**src/rtl/hera_issue_ctrl_pkg.sv**
```systemverilog
// Shared definitions for the HERA issue controller: state codes,
// default timing parameters and the wait-counter width.
package hera_issue_ctrl_pkg;

  localparam int CNT_W                = 4;
  localparam int MUL_LATENCY_DEF      = 4;
  localparam int REDIRECT_BUBBLES_DEF = 1;
  localparam int RET_HOLD_DEF         = 1;

  typedef enum logic [2:0] {
    S_IDLE     = 3'd0,
    S_RUN      = 3'd1,
    S_MEM_WAIT = 3'd2,
    S_MUL_WAIT = 3'd3,
    S_RET_HOLD = 3'd4,
    S_REDIRECT = 3'd5
  } state_e;

endpackage

```
**src/rtl/hera_wait_counter.sv**
```systemverilog
// Loadable down-counter with zero flag; saturates at zero instead of wrapping.
module hera_wait_counter
  import hera_issue_ctrl_pkg::*;
(
  input  logic             clk,
  input  logic             rst,
  input  logic             load,
  input  logic [CNT_W-1:0] load_val,
  input  logic             dec,
  output logic [CNT_W-1:0] count,
  output logic             zero
);

  logic [CNT_W-1:0] r_count;

  always_ff @(posedge clk) begin
    if (!rst)                        r_count <= '0;
    else if (load)                   r_count <= load_val;
    else if (dec && r_count != '0)   r_count <= r_count - 1'b1;
  end

  assign count = r_count;
  assign zero  = (r_count == '0);

endmodule

```
**src/rtl/hera_issue_ctrl.sv**
```systemverilog
// HERA issue sequencer: stalls fetch/writeback across memory and multiply
// operations and inserts kill bubbles after control transfers.
module hera_issue_ctrl
  import hera_issue_ctrl_pkg::*;
#(
  parameter int MUL_LATENCY      = MUL_LATENCY_DEF,
  parameter int REDIRECT_BUBBLES = REDIRECT_BUBBLES_DEF,
  parameter int RET_HOLD         = RET_HOLD_DEF
) (
  input  logic       clk,
  input  logic       rst,
  input  logic       run,
  input  logic       instr_valid,
  input  logic       load_en,
  input  logic       mem_en,
  input  logic       mul_en,
  input  logic       call_en,
  input  logic       return_en,
  input  logic       branch_taken,
  input  logic       mem_ready,
  output logic       pc_en,
  output logic       pc_load,
  output logic       ir_en,
  output logic       rf_we,
  output logic       mem_req,
  output logic       mul_start,
  output logic       kill,
  output logic       busy,
  output logic [2:0] state
);

  localparam logic [CNT_W-1:0] MUL_LD = CNT_W'(MUL_LATENCY - 2);
  localparam logic [CNT_W-1:0] RED_LD = CNT_W'(REDIRECT_BUBBLES - 1);
  localparam logic [CNT_W-1:0] RET_LD = CNT_W'(RET_HOLD - 1);

  // Plain vector rather than state_e so codes 6-7 are representable and recoverable.
  logic [2:0]       r_state;
  logic [2:0]       w_nxt_state;
  logic             w_cnt_load;
  logic [CNT_W-1:0] w_cnt_val;
  logic             w_cnt_dec;
  logic [CNT_W-1:0] w_cnt;
  logic             w_cnt_zero;

  hera_wait_counter u_wait_cnt (
    .clk      (clk),
    .rst      (rst),
    .load     (w_cnt_load),
    .load_val (w_cnt_val),
    .dec      (w_cnt_dec),
    .count    (w_cnt),
    .zero     (w_cnt_zero)
  );

  always_ff @(posedge clk) begin
    if (!rst) r_state <= S_IDLE;
    else      r_state <= w_nxt_state;
  end

  always_comb begin
    w_nxt_state = r_state;
    w_cnt_load  = 1'b0;
    w_cnt_val   = '0;
    w_cnt_dec   = 1'b0;
    pc_en       = 1'b0;
    pc_load     = 1'b0;
    ir_en       = 1'b0;
    rf_we       = 1'b0;
    mem_req     = 1'b0;
    mul_start   = 1'b0;
    kill        = 1'b0;
    case (r_state)
      S_IDLE: if (run) w_nxt_state = S_RUN;
      S_RUN: begin
        if (!instr_valid) begin
          if (!run) w_nxt_state = S_IDLE;
        end else if (return_en) begin
          w_nxt_state = S_RET_HOLD;
          w_cnt_load  = 1'b1;
          w_cnt_val   = RET_LD;
        end else if (call_en || branch_taken) begin
          pc_en       = 1'b1;
          pc_load     = 1'b1;
          rf_we       = call_en;  // call writes the link register
          w_nxt_state = S_REDIRECT;
          w_cnt_load  = 1'b1;
          w_cnt_val   = RED_LD;
        end else if (mem_en) begin
          mem_req = 1'b1;
          if (mem_ready) begin
            pc_en = 1'b1;
            ir_en = 1'b1;
            rf_we = load_en;
            if (!run) w_nxt_state = S_IDLE;
          end else begin
            w_nxt_state = S_MEM_WAIT;
          end
        end else if (mul_en) begin
          mul_start   = 1'b1;
          w_nxt_state = S_MUL_WAIT;
          w_cnt_load  = 1'b1;
          w_cnt_val   = MUL_LD;
        end else begin
          pc_en = 1'b1;
          ir_en = 1'b1;
          rf_we = 1'b1;
          if (!run) w_nxt_state = S_IDLE;
        end
      end
      S_MEM_WAIT: begin
        mem_req = 1'b1;
        if (mem_ready) begin
          pc_en       = 1'b1;
          ir_en       = 1'b1;
          rf_we       = load_en;
          w_nxt_state = run ? S_RUN : S_IDLE;
        end
      end
      S_MUL_WAIT: begin
        if (w_cnt_zero) begin
          pc_en       = 1'b1;
          ir_en       = 1'b1;
          rf_we       = 1'b1;
          w_nxt_state = S_RUN;
        end else begin
          w_cnt_dec = 1'b1;
        end
      end
      S_RET_HOLD: begin
        if (w_cnt_zero) begin
          pc_en       = 1'b1;
          pc_load     = 1'b1;
          w_nxt_state = S_REDIRECT;
          w_cnt_load  = 1'b1;
          w_cnt_val   = RED_LD;
        end else begin
          w_cnt_dec = 1'b1;
        end
      end
      S_REDIRECT: begin
        kill  = 1'b1;
        pc_en = 1'b1;
        ir_en = 1'b1;
        if (w_cnt_zero) w_nxt_state = S_RUN;
        else            w_cnt_dec   = 1'b1;
      end
      default: w_nxt_state = S_IDLE;
    endcase
  end

  assign busy  = (r_state != S_IDLE);
  assign state = r_state;

endmodule

```
**config.mk**
```make
export PLATFORM = sky130hd
export DESIGN_NAME = hera_issue_ctrl
export DESIGN_NICKNAME = d
export VERILOG_FILES = /design/src/rtl/hera_issue_ctrl_pkg.sv /design/src/rtl/hera_wait_counter.sv /design/src/rtl/hera_issue_ctrl.sv
export SDC_FILE = /design/constraint.sdc
export NUM_CORES = 1
export LEC_CHECK = 0
export ABC_AREA = 1
export CORE_ASPECT_RATIO = 0.75
export CORE_MARGIN = 1
export CORE_UTILIZATION = 40
export DETAILED_ROUTE_END_ITERATION = 7
export GPL_TIMING_DRIVEN = 0
export PLACE_DENSITY_LB_ADDON = 0.15
export SETUP_SLACK_MARGIN = 0.2
export SYNTH_ARGS = -nofsm -noshare
export SYNTH_HDL_FRONTEND = slang
export SYNTH_SLANG_ARGS = --single-unit
```
**constraint.sdc**
```tcl
create_clock -name clk -period 2.2 [get_ports clk]
set_input_delay 0.33 -clock clk [delete_from_list [all_inputs] [get_ports clk]]
set_output_delay 0.33 -clock clk [all_outputs]
set_load 0.01 [all_outputs]
```
==> flow_summary.html, run 1 <==
<table>
<tr><th>Metric</th><th>Value</th></tr>
<tr><th colspan="2">Synth</th></tr>
<tr><td>Count of distinct cell types in the synthesized netlist</td><td>28</td></tr>
<tr><td>Mapped Nets</td><td>130</td></tr>
<tr><td>Async set-or-reset flop fraction in the synthesized netlist</td><td>0</td></tr>
<tr><td>EDFF count, synth</td><td>0</td></tr>
<tr><td>Yosys top cell area share</td><td>0.207</td></tr>
<tr><td>Post-Syn Instances</td><td>118</td></tr>
<tr><td>Fraction of the yosys area taken by sequential cells</td><td>0.198</td></tr>
<tr><td>Flop and latch count out of synthesis</td><td>7</td></tr>
<tr><td>Multiplexer area fraction after synthesis</td><td>0</td></tr>
<tr><td>Most frequently used flop master after synthesis</td><td>dfxtp_1</td></tr>
<tr><td>Dominant combinational cell family by area after synthesis</td><td>simple AND/OR/NAND/NOR gates</td></tr>
<tr><td>Xor/xnor cell area share of the yosys netlist</td><td>0.0124</td></tr>
<tr><td>Cell types with the highest counts after synthesis</td><td>nand2_1, inv_1, nor2_1</td></tr>
<tr><td>Top post-synthesis cells by area</td><td>nand2_1, dfxtp_1, inv_1, nor2_1, nand3_1</td></tr>
<tr><td>Number of synthesis warnings</td><td>0</td></tr>
<tr><td>Post-synth top area cell</td><td>nand2_1</td></tr>
<tr><td>Cell area after synthesis</td><td>707 µm²</td></tr>
<tr><td>Library cell with the highest instance count after synthesis</td><td>nand2_1</td></tr>
<tr><td>Post-synthesis share of cell area spent on full adders, half adders and majority gates</td><td>0.0177</td></tr>
<tr><td>Synthesized area per cell</td><td>5.99 µm²</td></tr>
<tr><td>Synthesized-area fraction occupied by and/or/nand/nor cells</td><td>0.535</td></tr>
<tr><td>Compound-gate portion of the synthesized area</td><td>0.112</td></tr>
<tr><th colspan="2">STA</th></tr>
<tr><td>Achievable clock frequency</td><td>497 MHz</td></tr>
<tr><td>Final slew viol count</td><td>0</td></tr>
<tr><td>Tcrit/Tclk final</td><td>0.915</td></tr>
<tr><td>Worst setup slack after layout</td><td>0.186 ns</td></tr>
<tr><td>Layout Skew</td><td>0.00289 ns</td></tr>
<tr><td>Pin slew with the least headroom to its limit</td><td>0.218 ns</td></tr>
<tr><td>Number of endpoints with negative hold slack in the final report</td><td>0</td></tr>
<tr><td>Unrepaired setup endpoints after global routing</td><td>true</td></tr>
<tr><td>Setup tns final</td><td>0 ns</td></tr>
<tr><td>Hold Worst Slack</td><td>0.508 ns</td></tr>
<tr><td>Relative max-transition margin</td><td>0.854</td></tr>
<tr><td>Finish-stage setup viols</td><td>0</td></tr>
<tr><td>Min cycle time layout</td><td>2.01 ns</td></tr>
<tr><th colspan="2">Finish</th></tr>
<tr><td>Number of inserted diodes</td><td>0</td></tr>
<tr><td>Filler cells</td><td>152</td></tr>
<tr><td>Post-layout net count</td><td>157</td></tr>
<tr><td>Area occupied by registers</td><td>143 µm²</td></tr>
<tr><td>Post-layout util</td><td>0.640</td></tr>
<tr><td>Total area of multi-input combinational cells</td><td>508 µm²</td></tr>
<tr><td>Final standard cell count with taps included and fillers excluded</td><td>165</td></tr>
<tr><td>Synth-to-Final Area Change</td><td>41.4%</td></tr>
<tr><td>Share of layout cells above drive strength 1</td><td>0.243</td></tr>
<tr><th colspan="2">Die</th></tr>
<tr><td>I/O pins</td><td>22</td></tr>
<tr><td>Width of the die</td><td>50.5 µm</td></tr>
<tr><td>Num rows</td><td>12</td></tr>
<tr><td>Initial core utilization</td><td>0.453</td></tr>
<tr><td>Floorplan die area</td><td>1940 µm²</td></tr>
<tr><td>Core region area</td><td>1560 µm²</td></tr>
<tr><td>Floorplan die height</td><td>38.4 µm</td></tr>
<tr><th colspan="2">Worst hold path</th></tr>
<tr><td>Worst hold path depth</td><td>2</td></tr>
<tr><td>Launch instance of the worst min-delay path</td><td>u_wait_cnt.count[0]</td></tr>
<tr><td>Endpoint, Worst Hold</td><td>u_wait_cnt.count[0]</td></tr>
<tr><td>Class of the worst hold path</td><td>reg2reg</td></tr>
<tr><th colspan="2">Status</th></tr>
<tr><td>Result of the run</td><td>complete, no violations</td></tr>
<tr><th colspan="2">Worst setup path</th></tr>
<tr><td>Series of cell instances along the critical path</td><td>clkdlybuf4s50_1, nor2_4, nand2_2, o311ai_2, clkdlybuf4s15_1</td></tr>
<tr><td>Worst flop-to-flop path startpoint</td><td>u_wait_cnt.count[0]</td></tr>
<tr><td>CP arrival</td><td>1.68 ns</td></tr>
<tr><td>Largest driver fanout on the critical path</td><td>6</td></tr>
<tr><td>Register-to-Register Setup Slack</td><td>0.84 ns</td></tr>
<tr><td>Launching element type of the critical path</td><td>input pin</td></tr>
<tr><td>Highest-delay cell along the critical path</td><td>clkdlybuf4s50_1</td></tr>
<tr><td>CP Class</td><td>in2out</td></tr>
<tr><td>Reg2Reg Capture Point</td><td>u_wait_cnt.count[1]</td></tr>
<tr><td>Kind of end point of the critical path</td><td>output pin</td></tr>
<tr><td>Depth of the worst register-to-register path</td><td>9</td></tr>
<tr><td>Worst stage delay on the critical path</td><td>0.48 ns</td></tr>
<tr><td>Data required time at the worst endpoint</td><td>1.87 ns</td></tr>
<tr><th colspan="2">Clock tree</th></tr>
<tr><td>Clock Latency Late Sink</td><td>0.25 ns</td></tr>
<tr><td>CTS tree</td><td>yes</td></tr>
<tr><td>Maximum level of the CTS H-tree</td><td>1</td></tr>
<tr><td>Hold buffers post-CTS</td><td>0</td></tr>
<tr><td>Clock sinks</td><td>7</td></tr>
<tr><td>Total clock buffers created by CTS</td><td>3</td></tr>
<tr><td>Clock edge transition at the registers on the reported setup and hold paths</td><td>0.06 ns</td></tr>
<tr><td>Max clock buf depth</td><td>2</td></tr>
<tr><td>Clock Tree Root</td><td>clkbuf_4</td></tr>
<tr><th colspan="2">Job</th></tr>
<tr><td>Maximum Capacitance Violations</td><td>0</td></tr>
<tr><th colspan="2">Placed design</th></tr>
<tr><td>Post-DP HPWL</td><td>1400 µm</td></tr>
<tr><td>Placed Instances</td><td>160</td></tr>
<tr><td>Setup Slack @ Placement</td><td>-0.301 ns</td></tr>
<tr><td>Count of input and output buffers</td><td>21</td></tr>
<tr><td>Placer's final routability congestion estimate</td><td>0.798</td></tr>
<tr><th colspan="2">Routing</th></tr>
<tr><td>Wire length per cell after detailed routing</td><td>10.6 µm</td></tr>
<tr><td>DRT iter0 DRCs</td><td>22</td></tr>
<tr><td>Detailed-route via count</td><td>807</td></tr>
<tr><td>Final Routed Wirelength</td><td>1740 µm</td></tr>
<tr><td>Remaining antenna violation count after routing</td><td>0</td></tr>
<tr><td>Drt via density</td><td>4.89</td></tr>
<tr><td>Final routed DRC violation total</td><td>0</td></tr>
<tr><td>Detailed-router iteration count before antenna repair</td><td>4</td></tr>
<tr><th colspan="2">GRT</th></tr>
<tr><td>Antenna violations before repair</td><td>0</td></tr>
<tr><td>Via count of the first global-routing pass</td><td>731</td></tr>
<tr><td>First-pass GRT wire length</td><td>2870 µm</td></tr>
<tr><td>Remaining Overflow, GRT</td><td>0</td></tr>
<tr><td>Overall routing resource usage</td><td>0.196</td></tr>
<tr><td>Largest net degree at the start of global routing</td><td>9</td></tr>
<tr><th colspan="2">Pwr</th></tr>
<tr><td>IR drop worst, VDD</td><td>0.454 mV</td></tr>
<tr><td>P_leak</td><td>0.494 nW</td></tr>
<tr><td>Total power divided by cell area</td><td>415 nW/µm²</td></tr>
</table>
power breakdown:
| group | internal, mW | switching [mW] |
|---|---|---|
| sequential | 0.132 | 0.0111 |
| combinational | 0.0696 | 0.0858 |
| clock | 0.0664 | 0.0493 |
| total | 0.269 | 0.146 |
routing by layer:
metal | part of all wire | wire (µm) | GRT usage | up-vias
li1 | - | - | - | 426
met1 | 0.53 | 923 | 0.263 | 361
met2 | 0.43 | 748 | 0.337 | 20
met3 | 0.042 | 73 | 0.0476 | 0
met4 | 0 | 0 | 0 | 0
met5 | 0 | 0 | 0 | -
worst max-delay path by stage:
stage	start	end	slack, ns	depth (start not counted)
after floorplan	branch_taken	ir_en	0.70	3
after global placement	branch_taken	ir_en	-0.29	5
after detailed placement	mem_en	ir_en	-0.30	6
after CTS	u_wait_cnt.count[0]	ir_en	0.17	6
after global routing	state[1]	ir_en	0.12	7
final	call_en	ir_en	0.19	5
repair_timing:
item	in CTS	in global routing
pin swaps	0	1
setup buffers	0	1
gates cloned	0	0
setup endpoints to repair	6	6
gates resized for setup	16	7
layout make-up:
class,count,area share
buffer,1,0.0113
clock buffer,3,0.0225
clock inverter,1,0.00501
inverter,20,0.0776
multi-input combinational,90,0.508
sequential,7,0.143
tap,21,0.0263
timing repair buffer,22,0.207
placed cells by master, fill, tap and decap left out, types with 3 or more instances in the layout:
master,instances
inv_1,17
nor2_2,3
clkdlybuf4s50_1,13
nand3_1,7
clkbuf_4,3
dfxtp_1,5
o21ai_0,3
nand3_2,5
nor2_1,10
nand2_2,5
dlygate4sd2_1,5
nand2_1,36
worst max-delay path: cells and delay by family:
kind,cells,cell delay [ns]
simple gates,2,0.33
compound gates,1,0.27
buf+inv,2,0.75
metrics by stage:
stage	total power, mW	cell area, µm²
final	0.415	1000
after floorplan	0.230	707
after global routing	0.440	1000
after detailed placement	0.297	943
after CTS	0.412	982
after global placement	0.295	943
logic make-up (layout without fill, tap and decap cells):
| group | Yosys count | in the layout |
|---|---|---|
| and+or+nand+nor | 76 | 76 |
| buffers and inverters | 21 | 47 |
| AOI/OAI and AO/OA | 12 | 12 |
| DFF | 7 | 7 |
| adders and majority gates | 1 | 1 |
| xor gates and xnor gates | 1 | 1 |
flip-flops by register name, summed over array words and instances (netlist names):
register / flops
state: 3
u_wait_cnt.count: 4
No activity file was read; power rests on OpenSTA's default activity.
==> inputs of run 2 (changes only) <==
CORE_ASPECT_RATIO = unset   (was 0.75)
CORE_UTILIZATION = 48   (was 40)
MAX_ROUTING_LAYER = met4   (was unset)
==> flow_summary.html, run 2 (synthesis results as in run 1) <==
<table>
<tr><th>Metric</th><th>Value</th></tr>
<tr><th colspan="2">Clock tree</th></tr>
<tr><td>Clock sinks</td><td>7 (unchanged)</td></tr>
<tr><td>Max clock buf depth</td><td>2 (unchanged)</td></tr>
<tr><td>Clock Latency Late Sink</td><td>0.26 ns (about the same)</td></tr>
<tr><td>Clock Tree Root</td><td>clkbuf_4</td></tr>
<tr><td>Clock edge transition at the registers on the reported setup and hold paths</td><td>0.06 ns (about the same)</td></tr>
<tr><td>Maximum level of the CTS H-tree</td><td>1 (unchanged)</td></tr>
<tr><td>Total clock buffers created by CTS</td><td>3 (unchanged)</td></tr>
<tr><td>CTS tree</td><td>yes</td></tr>
<tr><th colspan="2">Routing</th></tr>
<tr><td>Highest layer used for signal routing</td><td>met3</td></tr>
<tr><td>Drt via density</td><td>5.19 (+6.1%)</td></tr>
<tr><td>Detailed-route via count</td><td>830 (+2.9%)</td></tr>
<tr><td>Met3 layer wire length in the routed design</td><td>126 µm (+73%)</td></tr>
<tr><td>Wire length per cell after detailed routing</td><td>11.6 µm (+9.8%)</td></tr>
<tr><td>Remaining antenna violation count after routing</td><td>0 (unchanged)</td></tr>
<tr><td>DRT iter0 DRCs</td><td>28 (+27%)</td></tr>
<tr><td>M1 wire length</td><td>841 µm (-8.9%)</td></tr>
<tr><td>Detailed-router iteration count before antenna repair</td><td>4 (unchanged)</td></tr>
<tr><td>Sum of met2 wire segment lengths after detailed routing</td><td>889 µm (+19%)</td></tr>
<tr><td>Final routed DRC violation total</td><td>0 (unchanged)</td></tr>
<tr><td>Final Routed Wirelength</td><td>1860 µm (+6.5%)</td></tr>
<tr><th colspan="2">Worst setup path</th></tr>
<tr><td>Kind of end point of the critical path</td><td>output pin</td></tr>
<tr><td>CP Class</td><td>reg2out</td></tr>
<tr><td>CP arrival</td><td>1.59 ns (-0.09 ns)</td></tr>
<tr><td>Data required time at the worst endpoint</td><td>1.87 ns (about the same)</td></tr>
<tr><td>Reg2Reg Capture Point</td><td>u_wait_cnt.count[1]</td></tr>
<tr><td>Launching element type of the critical path</td><td>register</td></tr>
<tr><td>Depth of the worst register-to-register path</td><td>9 (unchanged)</td></tr>
<tr><td>Worst flop-to-flop path startpoint</td><td>u_wait_cnt.count[0]</td></tr>
<tr><td>Largest driver fanout on the critical path</td><td>8 (+2)</td></tr>
<tr><td>Register-to-Register Setup Slack</td><td>0.86 ns (+0.02 ns)</td></tr>
<tr><th colspan="2">STA</th></tr>
<tr><td>Relative max-transition margin</td><td>0.839 (-0.0149)</td></tr>
<tr><td>Setup tns final</td><td>0 ns (unchanged)</td></tr>
<tr><td>Number of endpoints with negative hold slack in the final report</td><td>0 (unchanged)</td></tr>
<tr><td>Final slew viol count</td><td>0 (unchanged)</td></tr>
<tr><td>Achievable clock frequency</td><td>522 MHz (+5.0%)</td></tr>
<tr><td>Layout Skew</td><td>0.00572 ns (+0.00283 ns)</td></tr>
<tr><td>Unrepaired setup endpoints after global routing</td><td>false</td></tr>
<tr><td>Tcrit/Tclk final</td><td>0.872 (-0.0437)</td></tr>
<tr><td>Finish-stage setup viols</td><td>0 (unchanged)</td></tr>
<tr><td>Min cycle time layout</td><td>1.92 ns (-0.0962 ns)</td></tr>
<tr><td>Pin slew with the least headroom to its limit</td><td>0.238 ns (+0.0201 ns)</td></tr>
<tr><td>Worst setup slack after layout</td><td>0.283 ns (+0.0962 ns)</td></tr>
<tr><th colspan="2">Finish</th></tr>
<tr><td>Post-layout net count</td><td>158 (+0.64%)</td></tr>
<tr><td>Number of inserted diodes</td><td>0 (unchanged)</td></tr>
<tr><td>Share of layout cells above drive strength 1</td><td>0.269 (+0.0259)</td></tr>
<tr><td>Area occupied by registers</td><td>143 µm² (unchanged)</td></tr>
<tr><td>Largest register FFs</td><td>4 (unchanged)</td></tr>
<tr><td>Final standard cell count with taps included and fillers excluded</td><td>160 (-3.0%)</td></tr>
<tr><td>Most frequent cells in the layout</td><td>nand2_1, inv_1, clkdlybuf4s50_1, nor2_1, nand3_1</td></tr>
<tr><td>Filler cells</td><td>128 (-16%)</td></tr>
<tr><td>Post-layout util</td><td>0.732 (+0.0915)</td></tr>
<tr><td>Synth-to-Final Area Change</td><td>38.1%</td></tr>
<tr><td>Most common cell after layout, fill and taps aside</td><td>nand2_1</td></tr>
<tr><td>Total area of multi-input combinational cells</td><td>498 µm² (-2.0%)</td></tr>
<tr><th colspan="2">Pwr</th></tr>
<tr><td>IR drop worst, VDD</td><td>0.416 mV (-8.3%)</td></tr>
<tr><td>Sequential group share of total power</td><td>0.346 (about the same)</td></tr>
<tr><td>Switching Power</td><td>0.147 mW (+0.42%)</td></tr>
<tr><td>Proportion of power drawn by combinational gates</td><td>0.369 (-0.006)</td></tr>
<tr><td>Internal Pwr Total</td><td>0.268 mW (-0.37%)</td></tr>
<tr><td>Clock power frac</td><td>0.285 (+0.006)</td></tr>
<tr><td>Switching Share</td><td>0.354 (+0.00180)</td></tr>
<tr><td>Total power divided by cell area</td><td>425 nW/µm² (+2.3%)</td></tr>
<tr><td>P_leak</td><td>0.497 nW (+0.63%)</td></tr>
<tr><th colspan="2">Placed design</th></tr>
<tr><td>Setup Slack @ Placement</td><td>-0.256 ns (+0.0447 ns)</td></tr>
<tr><td>Placer's final routability congestion estimate</td><td>0.739 (-7.4%)</td></tr>
<tr><td>Count of input and output buffers</td><td>21 (unchanged)</td></tr>
<tr><td>Placed Instances</td><td>154 (-3.8%)</td></tr>
<tr><td>Post-DP HPWL</td><td>1420 µm (+1.6%)</td></tr>
<tr><th colspan="2">Die</th></tr>
<tr><td>I/O pins</td><td>22 (unchanged)</td></tr>
<tr><td>Initial core utilization</td><td>0.530 (+0.0773)</td></tr>
<tr><td>Width of the die</td><td>40.4 µm (-20%)</td></tr>
<tr><td>Floorplan die area</td><td>1630 µm² (-16%)</td></tr>
<tr><td>Core region area</td><td>1330 µm² (-15%)</td></tr>
<tr><td>Floorplan die height</td><td>40.4 µm (+5.1%)</td></tr>
<tr><td>Num rows</td><td>13 (+1)</td></tr>
<tr><th colspan="2">GRT</th></tr>
<tr><td>Via count of the first global-routing pass</td><td>699 (-4.4%)</td></tr>
<tr><td>Largest net degree at the start of global routing</td><td>9 (unchanged)</td></tr>
<tr><td>Antenna violations before repair</td><td>0 (unchanged)</td></tr>
<tr><td>First-pass GRT wire length</td><td>2740 µm (-4.6%)</td></tr>
<tr><td>Overall routing resource usage</td><td>0.256 (+0.0603)</td></tr>
<tr><td>Remaining Overflow, GRT</td><td>0 (unchanged)</td></tr>
<tr><th colspan="2">Worst hold path</th></tr>
<tr><td>Class of the worst hold path</td><td>reg2reg</td></tr>
<tr><td>Endpoint, Worst Hold</td><td>u_wait_cnt.count[1]</td></tr>
<tr><td>Launch instance of the worst min-delay path</td><td>u_wait_cnt.count[1]</td></tr>
<tr><td>Worst hold path depth</td><td>2 (unchanged)</td></tr>
<tr><th colspan="2">Job</th></tr>
<tr><td>Maximum Capacitance Violations</td><td>0 (unchanged)</td></tr>
<tr><th colspan="2">Status</th></tr>
<tr><td>Result of the run</td><td>complete, no violations</td></tr>
</table>
run 2: cell types whose count changed in the layout (fill, tap and decap cells not counted), moves of 2 or more:
| cell | previous run | this run |
|---|---|---|
| clkbuf_2 | 1 | 4 |
| clkdlybuf4s15_1 | 2 | 0 |
| dlygate4sd2_1 | 5 | 2 |
| nand2_1 | 36 | 38 |
| nand2_2 | 5 | 3 |
run 2: worst max-delay path, cell delays in order, from the launching register on:
cell             delay [ns]
dfxtp_1                0.31
buf_6                  0.13
inv_1                  0.08
nand2_1                0.09
nor2_1                 0.15
clkdlybuf4s50_1        0.56
run 2: worst max-delay path by stage:
| stage | start | end | cells past startpoint |
|---|---|---|---|
| 2_1_floorplan | branch_taken | ir_en | 3 |
| 3_3_place_gp | branch_taken | ir_en | 5 |
| 3_5_place_dp | branch_taken | ir_en | 5 |
| 4_1_cts | mem_en | ir_en | 6 |
| 5_1_grt | state[1] | kill | 5 |
| 6_report | state[1] | kill | 5 |
run 2: routing by layer:
layer / up-vias / track usage
met5: - / -
met4: 0 / 0.0500
met3: 0 / 0.0833
met2: 29 / 0.460
met1: 369 / 0.269
li1: 432 / -
run 2: cell type report:
| type | instances | area share |
|---|---|---|
| clock inverters | 1 | 0.00513 |
| plain buffers | 1 | 0.0115 |
| clock buffers | 3 | 0.0231 |
| multi-input cells | 90 | 0.510 |
| inverters | 20 | 0.0795 |
| repair buffers | 23 | 0.205 |
| well taps | 15 | 0.0192 |
| flip-flops and latches | 7 | 0.146 |
run 2: through the flow:
stage / hold slack [ns] / power (mW) / instance area, µm²
after floorplan: 0.440 / 0.230 / 707
after global placement: 0.483 / 0.294 / 936
after detailed placement: 0.503 / 0.297 / 936
after CTS: 0.515 / 0.416 / 976
after global routing: 0.540 / 0.444 / 976
final: 0.511 / 0.414 / 976
run 2: power by group through the flow:
stage                     logic [mW]  registers, mW  clock network (mW)
after CTS                      0.150          0.143               0.122
final                          0.153          0.143               0.118
after global routing           0.170          0.144               0.130
after floorplan               0.0850          0.145                   0
after global placement         0.149          0.144                   0
after detailed placement       0.152          0.145                   0
run 2: timing repair:
item	CTS	global route
endpoints found under the hold margin	0	0
endpoints found under the setup margin	6	6
pin swaps	0	1
buffers inserted	0	2
gates resized for setup	17	13
cloned	0	0
hold buffers	0	0
==> inputs of run 3 (changes only) <==
SETUP_SLACK_MARGIN = 0.5   (was 0.2)
==> flow_summary.html, run 3 (synthesis results as in run 1) <==
<table>
<tr><th>Metric</th><th>Value</th></tr>
<tr><th colspan="2">Routing</th></tr>
<tr><td>Met3 layer wire length in the routed design</td><td>236 µm (+87%)</td></tr>
<tr><td>Drt via density</td><td>5.83 (+12%)</td></tr>
<tr><td>Wire length per cell after detailed routing</td><td>16.3 µm (+40%)</td></tr>
<tr><td>Detailed-route via count</td><td>1,049 (+26%)</td></tr>
<tr><td>Final Routed Wirelength</td><td>2930 µm (+58%)</td></tr>
<tr><td>Sum of met2 wire segment lengths after detailed routing</td><td>1460 µm (+64%)</td></tr>
<tr><td>Detailed-router iteration count before antenna repair</td><td>4 (unchanged)</td></tr>
<tr><td>Final routed DRC violation total</td><td>0 (unchanged)</td></tr>
<tr><td>Highest layer used for signal routing</td><td>met4</td></tr>
<tr><td>M1 wire length</td><td>1140 µm (+35%)</td></tr>
<tr><td>Remaining antenna violation count after routing</td><td>0 (unchanged)</td></tr>
<tr><td>DRT iter0 DRCs</td><td>66 (+140%)</td></tr>
<tr><th colspan="2">GRT</th></tr>
<tr><td>Remaining Overflow, GRT</td><td>0 (unchanged)</td></tr>
<tr><td>Largest net degree at the start of global routing</td><td>9 (unchanged)</td></tr>
<tr><td>Overall routing resource usage</td><td>0.334 (+0.0783)</td></tr>
<tr><td>Via count of the first global-routing pass</td><td>847 (+21%)</td></tr>
<tr><td>Antenna violations before repair</td><td>0 (unchanged)</td></tr>
<tr><td>First-pass GRT wire length</td><td>3570 µm (+30%)</td></tr>
<tr><th colspan="2">Worst setup path</th></tr>
<tr><td>Largest delay share family, worst path</td><td>buffers and inverters</td></tr>
<tr><td>Kind of end point of the critical path</td><td>output pin</td></tr>
<tr><td>Worst stage delay on the critical path</td><td>0.44 ns (-0.12 ns)</td></tr>
<tr><td>CP arrival</td><td>1.47 ns (-0.12 ns)</td></tr>
<tr><td>Data required time at the worst endpoint</td><td>1.87 ns (about the same)</td></tr>
<tr><td>Highest-delay cell along the critical path</td><td>clkdlybuf4s50_1</td></tr>
<tr><td>Series of cell instances along the critical path</td><td>clkdlybuf4s50_1, nand2_2, o21ai_2, o311ai_1, buf_2</td></tr>
<tr><td>Crit path buffers/inverters</td><td>2 (-1)</td></tr>
<tr><td>CP Class</td><td>in2out</td></tr>
<tr><td>Largest driver fanout on the critical path</td><td>5 (-3)</td></tr>
<tr><td>Launching element type of the critical path</td><td>input pin</td></tr>
<tr><th colspan="2">Worst hold path</th></tr>
<tr><td>Class of the worst hold path</td><td>reg2reg</td></tr>
<tr><th colspan="2">Finish</th></tr>
<tr><td>Synth-to-Final Area Change</td><td>67.6%</td></tr>
<tr><td>Number of inserted diodes</td><td>0 (unchanged)</td></tr>
<tr><td>Post-layout net count</td><td>178 (+13%)</td></tr>
<tr><td>Filler cells</td><td>71 (-45%)</td></tr>
<tr><td>Final standard cell count with taps included and fillers excluded</td><td>180 (+13%)</td></tr>
<tr><td>Most frequent cells in the layout</td><td>nand2_1, buf_4, inv_1, nor2_1, clkdlybuf4s50_1</td></tr>
<tr><td>Largest register FFs</td><td>4 (unchanged)</td></tr>
<tr><td>Share of layout cells above drive strength 1</td><td>0.436 (+0.167)</td></tr>
<tr><td>Area of all placed cells without fillers</td><td>1180 µm² (+21%)</td></tr>
<tr><td>Most common cell after layout, fill and taps aside</td><td>nand2_1</td></tr>
<tr><th colspan="2">STA</th></tr>
<tr><td>Final slew viol count</td><td>0 (unchanged)</td></tr>
<tr><td>Min cycle time layout</td><td>1.80 ns (-0.117 ns)</td></tr>
<tr><td>Hold Worst Slack</td><td>0.546 ns (+0.0358 ns)</td></tr>
<tr><td>Finish-stage setup viols</td><td>0 (unchanged)</td></tr>
<tr><td>Worst setup slack after layout</td><td>0.400 ns (+0.117 ns)</td></tr>
<tr><td>Layout Skew</td><td>0.00941 ns (+0.00369 ns)</td></tr>
<tr><td>Relative max-transition margin</td><td>0.845 (+0.00626)</td></tr>
<tr><td>Number of endpoints with negative hold slack in the final report</td><td>0 (unchanged)</td></tr>
<tr><td>Tcrit/Tclk final</td><td>0.818 (-0.0534)</td></tr>
<tr><td>Unrepaired setup endpoints after global routing</td><td>true</td></tr>
<tr><td>Achievable clock frequency</td><td>556 MHz (+6.5%)</td></tr>
<tr><td>Pin slew with the least headroom to its limit</td><td>0.229 ns (-0.00925 ns)</td></tr>
<tr><th colspan="2">Pwr</th></tr>
<tr><td>Sum of internal, switching and leakage power</td><td>0.477 mW (+15%)</td></tr>
<tr><td>IR drop worst, VDD</td><td>0.464 mV (+11%)</td></tr>
<tr><td>Switching Share</td><td>0.378 (+0.0240)</td></tr>
<tr><td>Clock power frac</td><td>0.256 (-0.029)</td></tr>
<tr><td>Internal Pwr Total</td><td>0.296 mW (+11%)</td></tr>
<tr><td>Proportion of power drawn by combinational gates</td><td>0.441 (+0.072)</td></tr>
<tr><td>Switching Power</td><td>0.180 mW (+23%)</td></tr>
<tr><td>Sequential group share of total power</td><td>0.303 (-0.043)</td></tr>
<tr><td>Total power divided by cell area</td><td>402 nW/µm² (-5.2%)</td></tr>
<tr><td>P_leak</td><td>0.622 nW (+25%)</td></tr>
<tr><th colspan="2">Die</th></tr>
<tr><td>Floorplan die area</td><td>1630 µm² (unchanged)</td></tr>
<tr><td>I/O pins</td><td>22 (unchanged)</td></tr>
<tr><td>Core region area</td><td>1330 µm² (unchanged)</td></tr>
<tr><td>Width of the die</td><td>40.4 µm (unchanged)</td></tr>
<tr><td>Floorplan die height</td><td>40.4 µm (unchanged)</td></tr>
<tr><td>Initial core utilization</td><td>0.530 (unchanged)</td></tr>
<tr><td>Num rows</td><td>13 (unchanged)</td></tr>
<tr><th colspan="2">Placed design</th></tr>
<tr><td>Count of input and output buffers</td><td>21 (unchanged)</td></tr>
<tr><td>Placed Instances</td><td>154 (unchanged)</td></tr>
<tr><td>Instance area after placement</td><td>936 µm² (unchanged)</td></tr>
<tr><td>Post-DP HPWL</td><td>1420 µm (unchanged)</td></tr>
<tr><td>Placer's final routability congestion estimate</td><td>0.739 (unchanged)</td></tr>
<tr><td>Setup Slack @ Placement</td><td>-0.256 ns (unchanged)</td></tr>
<tr><th colspan="2">Clock tree</th></tr>
<tr><td>Clock Latency Late Sink</td><td>0.26 ns (about the same)</td></tr>
<tr><td>CTS tree</td><td>yes</td></tr>
<tr><td>Max clock buf depth</td><td>2 (unchanged)</td></tr>
<tr><td>Clock Tree Root</td><td>clkbuf_4</td></tr>
<tr><td>Clock edge transition at the registers on the reported setup and hold paths</td><td>0.05 ns (about the same)</td></tr>
<tr><td>Maximum level of the CTS H-tree</td><td>1 (unchanged)</td></tr>
<tr><td>Total clock buffers created by CTS</td><td>3 (unchanged)</td></tr>
<tr><td>Clock sinks</td><td>7 (unchanged)</td></tr>
<tr><th colspan="2">Job</th></tr>
<tr><td>Maximum Capacitance Violations</td><td>0 (unchanged)</td></tr>
<tr><th colspan="2">Status</th></tr>
<tr><td>Result of the run</td><td>complete, no violations</td></tr>
</table>
## run 3: changes by cell type in the layout (fill, tap and decap cells not counted), moves of 4 or more
cell             delta
buf_4              +20
buf_2               +5
clkdlybuf4s50_1     -5
dlygate4sd2_1       +5
clkbuf_2            -4
inv_1               -4
## run 3: worst register-to-register path: cells and delay by family (launching register included)
family                 cells  cell delay, ns
flip-flops                 1            0.32
buffers and inverters      7            0.68
AO/OA/AOI/OAI              1            0.09
AND/OR/NAND/NOR            5            0.45
## run 3: power by group through the flow
stage / registers [mW] / logic (mW) / clock network, mW
2_1_floorplan: 0.145 / 0.0850 / 0
3_3_place_gp: 0.144 / 0.149 / 0
3_5_place_dp: 0.145 / 0.152 / 0
4_1_cts: 0.144 / 0.175 / 0.122
5_1_grt: 0.145 / 0.226 / 0.132
6_report: 0.145 / 0.210 / 0.122
## run 3: layer usage
metal	GRT usage	vias to the layer above
li1	-	475
met1	0.365	479
met2	0.611	81
met3	0.0833	14
met4	0.0500	0
met5	-	-
## run 3: timing repair
action	in CTS	in global routing
buffers inserted	17	5
pin swaps	5	5
gates cloned	0	0
gates resized for setup	56	9
setup endpoints to repair	9	8
hold buffers	0	0
## run 3: cell type report
cell class                      count  area [µm²]  area share
Tap cell                           15        18.8      0.0158
Clock buffer                        3        22.5      0.0190
Clock inverter                      1        5.00     0.00422
Timing Repair Buffer               43         337       0.284
Buffer                              1        11.3     0.00950
Multi-Input combinational cell     90         558       0.471
Inverter                           20        82.6      0.0697
Sequential cell                     7         150       0.127
## run 3: final timing paths
kind,startpoint,endpoint,slack [ns],cells past startpoint
setup / recovery,mul_en,ir_en,0.40,5
hold / removal,u_wait_cnt.count[1],u_wait_cnt.count[1],0.55,2
setup reg to reg,state[1],u_wait_cnt.count[1],0.55,13
hold reg to reg,u_wait_cnt.count[1],u_wait_cnt.count[1],0.55,2
## run 3: stage by stage
stage,utilization,setup TNS (ns)
after floorplan,-,0
after global placement,0.702,-0.799
after detailed placement,0.702,-0.922
after CTS,0.840,0
after global routing,0.888,0
final,0.888,0
